--- src/rtl/ysyx_220053_rf_wb_arbiter.sv ---
// ysyx_220053_rf_wb_arbiter: round-robin writeback arbiter for the 2R1W register file with a busy scoreboard
module ysyx_220053_rf_wb_arbiter #(
  parameter int ADDR_WIDTH = 5,
  parameter int DATA_WIDTH = 64
) (
  input  logic                  clk,
  input  logic                  rst,
  input  logic                  flush,
  input  logic                  req0_valid,
  input  logic [ADDR_WIDTH-1:0] req0_addr,
  input  logic [DATA_WIDTH-1:0] req0_data,
  output logic                  req0_ready,
  input  logic                  req1_valid,
  input  logic [ADDR_WIDTH-1:0] req1_addr,
  input  logic [DATA_WIDTH-1:0] req1_data,
  output logic                  req1_ready,
  input  logic                  issue_valid,
  input  logic [ADDR_WIDTH-1:0] issue_addr,
  output logic                  issue_ready,
  input  logic [ADDR_WIDTH-1:0] qa_addr,
  input  logic [ADDR_WIDTH-1:0] qb_addr,
  output logic                  qa_busy,
  output logic                  qb_busy,
  output logic                  rf_wen,
  output logic [ADDR_WIDTH-1:0] rf_waddr,
  output logic [DATA_WIDTH-1:0] rf_wdata
);
  localparam int N = 1 << ADDR_WIDTH;
  logic [N-1:0]          busy_q, busy_d;
  logic                  last_q, last_d;
  logic                  wen_q, wen_d;
  logic [ADDR_WIDTH-1:0] waddr_q, waddr_d;
  logic [DATA_WIDTH-1:0] wdata_q, wdata_d;
  logic                  active, g0, g1;
  assign active = !rst && !flush;
  // last_q holds the index of the requester granted most recently
  assign g0 = active && req0_valid && (!req1_valid || last_q);
  assign g1 = active && req1_valid && (!req0_valid || !last_q);
  assign req0_ready = g0;
  assign req1_ready = g1;
  assign issue_ready = active && (!busy_q[issue_addr] || (wen_q && waddr_q == issue_addr));
  assign qa_busy = busy_q[qa_addr];
  assign qb_busy = busy_q[qb_addr];
  assign rf_wen = wen_q;
  assign rf_waddr = waddr_q;
  assign rf_wdata = wdata_q;
  assign last_d = g0 ? 1'b0 : g1 ? 1'b1 : last_q;
  assign waddr_d = g0 ? req0_addr : g1 ? req1_addr : waddr_q;
  assign wdata_d = g0 ? req0_data : g1 ? req1_data : wdata_q;
  assign wen_d = (g0 || g1) && waddr_d != '0;
  // set is applied after clear so a same-index collision leaves the bit set
  always_comb begin
    busy_d = busy_q;
    if (wen_q) busy_d[waddr_q] = 1'b0;
    if (issue_valid && issue_ready) busy_d[issue_addr] = 1'b1;
    busy_d[0] = 1'b0;
  end
  always_ff @(posedge clk) begin
    if (rst) begin
      busy_q  <= '0;
      last_q  <= 1'b1;
      wen_q   <= 1'b0;
      waddr_q <= '0;
      wdata_q <= '0;
    end else begin
      busy_q  <= flush ? '0 : busy_d;
      last_q  <= last_d;
      wen_q   <= wen_d;
      waddr_q <= waddr_d;
      wdata_q <= wdata_d;
    end
  end
endmodule

--- config.mk ---
export PLATFORM = sky130hd
export DESIGN_NAME = ysyx_220053_rf_wb_arbiter
export DESIGN_NICKNAME = d
export VERILOG_FILES = /design/src/rtl/ysyx_220053_rf_wb_arbiter.sv
export SDC_FILE = /design/constraint.sdc
export NUM_CORES = 1
export LEC_CHECK = 0
export ABC_AREA = 1
export CAP_MARGIN = 30
export CORE_MARGIN = 10
export CORE_UTILIZATION = 47
export DETAILED_ROUTE_END_ITERATION = 16
export PLACE_DENSITY = 0.95
export SLEW_MARGIN = 30
export SYNTH_ARGS = -nofsm -noshare
export SYNTH_HDL_FRONTEND = slang
export SYNTH_SLANG_ARGS = --single-unit
--- constraint.sdc ---
create_clock -name clk -period 4.1 [get_ports clk]
set_input_delay 1.23 -clock clk [delete_from_list [all_inputs] [get_ports clk]]
set_output_delay 1.23 -clock clk [all_outputs]
set_load 0.05 [all_outputs]
==> results.yml <==
placed_design:
  io_buffers: 233
  hpwl_um: 18300
  gp_congestion: 0.992
min_path:
  worstHoldPathType: "reg -> reg"
yosys:
  synth.distinct_cells: 26
  syn_area_per_cell_um2: 6.86
  synth_area_um2: 5670
  yosysSeqAreaShare_pct: 36.0
  synth_top_flop_cell: "dfxtp_1"
  ys_seq_elements: 102
  synth_edf_count: 0
  yosys.area.top_type_share_pct: 36.0
  synthTopCellsByCount: "nand2_1, o21ai_0, a21oi_1"
  synth_area_leader_cell: "dfxtp_1"
  synthTopCellsByArea: "dfxtp_1, o21ai_0, nand2_1"
  async_flop_share_pct: 0
  synthMostInstantiatedCell: "nand2_1"
  syn_inst: 826
  synth_fp_nets: 985
  synth_warnings: 0
global_routing:
  grt_pass1_wl_um: 37400
  antenna_found_initial: 0
  grt_overflow: 0
  grt_max_degree: 71
  grt_pass1_vias: 6901
  track_usage_pct: 28.0
sta:
  max_slew_margin_pct: 50.0
  layout_min_cycle_time_ns: 4.05
  slew_viol_final: 0
  worst_slew_pin_slew_ns: 0.750
  fin_skew_ns: 0.0108
  period_share_pct: 98.7
  setup_tns_ns: 0
  finalSetupViolCount: 0
  max_clock_freq_mhz: 247
  hold_viol_final: 0
critical_path:
  path_cells: "clkdlybuf4s50_1 > inv_1 > nor3_1 > buf_4 > nand2_1 > nand2_1 > nor2_2 > nand2_2 > a21oi_4 > buf_12"
  critPathBufInv: 4
  cp-start-kind: "primary input"
  crit_required_ns: 2.87
  cp-end-kind: "output pin"
  cp.arrival_ns: 2.82
  crit_type: "in -> out"
  critical_path.most_common_cell: "nand2_1"
  slowest_delay_ns: 0.58
  slowest_stage: "clkdlybuf4s50_1"
  critical_path.top_delay_family: "buffers and inverters"
  cp_max_fo: 6
cts:
  root_buffer: "clkbuf_16"
  cts_tree: "built"
  numCtsBuffers: 9
  cts.clk_slew.worst_paths_ns: 0.06
  clock_latency_ns: 0.35
  h-tree-depth: 3
  clockBufferDepth: 2
  cts_sinks: 102
  post_cts.repair.setup_buffers: 0
detailed_routing:
  drc: 0
  antenna_left: 0
  routedWlPerCell_um: 20.3
  firstDrtPassIters: 6
  drt_iter0_markers: 823
  num_vias: 7082
  viasPerCell: 5.91
  wirelength_um: 24300
finish:
  num_antenna_cells: 0
  drive_gt1_share_pct: 7.23
  nNetsFinal: 1205
  nFillCells: 840
  area_growth_pct: 51.2
job:
  drv_cap: 0
run_status:
  status: "finished clean"
floorplan:
  core_area_um2: 11900
  die_area_um2: 16800
  io_pins: 234
  die_x_um: 130
  num_rows: 40
  start_util_pct: 47.6
  dieHeight_um: 130
power:
  powerDensity_nw_per_um2: 318
  leakage_nw: 3.13
  totalPowerFinal_w: 0.00273
  peakVddDrop_mv: 0.208
==> registers in the layout (all words and copies together) (netlist names) <==
register,count
busy_q,31
last_q,1
rf_waddr,5
rf_wdata,64
rf_wen,1
==> what timing repair did <==
item,in CTS,in global routing
setup endpoints to repair,1,3
pin swaps,0,0
resized for setup,2,18
hold endpoints to repair,0,0
hold buffers,0,0
cloned,0,0
==> power by group <==
part,total (W),internal [W],switching (W)
Combinational,0.000677,0.000295,0.000382
Sequential,0.00105,0.00103,0.0000266
Clock,0.000994,0.000615,0.000379
==> metrics by stage <==
step	area (µm²)	setup WS [ns]	instances	util, %	hold slack, ns
final	8570	0.0526	1198	71.9	0.464
after CTS	8530	0.0102	1198	71.6	0.465
after floorplan	5670	0.138	826	-	0.457
after global routing	8570	-0.00454	1198	71.9	0.487
after global placement	8170	0.0112	1182	68.6	0.451
after detailed placement	8170	-0.0280	1182	68.6	0.455
==> final cells by class <==
class | instances | area, µm² | area share, %
Timing Repair Buffer | 266 | 2680 | 31.3
Clock buffer | 11 | 243 | 2.83
Sequential cell | 102 | 2040 | 23.8
Inverter | 39 | 149 | 1.74
Multi-Input combinational cell | 628 | 3160 | 36.9
Tap cell | 147 | 184 | 2.15
Clock inverter | 5 | 106 | 1.24
==> cells in the final DEF, fill, tap and decap left out, drive strengths merged, types with 5 or more instances in the layout <==
cell type	n
a21oi	104
a31oi	7
buf	39
clkbuf	11
clkdlybuf4s50	223
dfxtp	102
inv	39
nand2	170
nand3	29
nand4	32
nor2	69
nor3	8
o211ai	8
o21a	61
o21ai	129
o221ai	6
o22ai	5
==> routing by layer <==
layer	share of wire, %	up-vias	track usage (%)
met2	49	449	49.4
met4	4.3	0	11.6
li1	-	3295	-
met5	0	-	0
met1	35	3255	30.4
met3	11	83	9.01
==> worst min-delay path, stage by stage, from the launching register on <==
cell and delay [ns]:
dfxtp_1 0.31, nand2_1 0.06, a21oi_1 0.05
==> worst paths after layout <==
path	startpoint	end	slack, ns	depth (start not counted)
worst min register to register	rf_wdata[14]	rf_wdata[14]	0.46	2
worst max-delay path	issue_addr[3]	issue_ready	0.05	10
worst min-delay path	rf_wdata[14]	rf_wdata[14]	0.46	2
worst max register to register	last_q	rf_wen	2.16	8
==> logic make-up after synthesis <==
kind of cell | after synthesis | synth area share [%]
AO/OA/AOI/OAI | 320 | 32.0
buffers and inverters | 96 | 8.59
flip-flops | 102 | 36.0
AND/OR/NAND/NOR | 308 | 23.4
No activity file was read; power rests on OpenSTA's default activity.
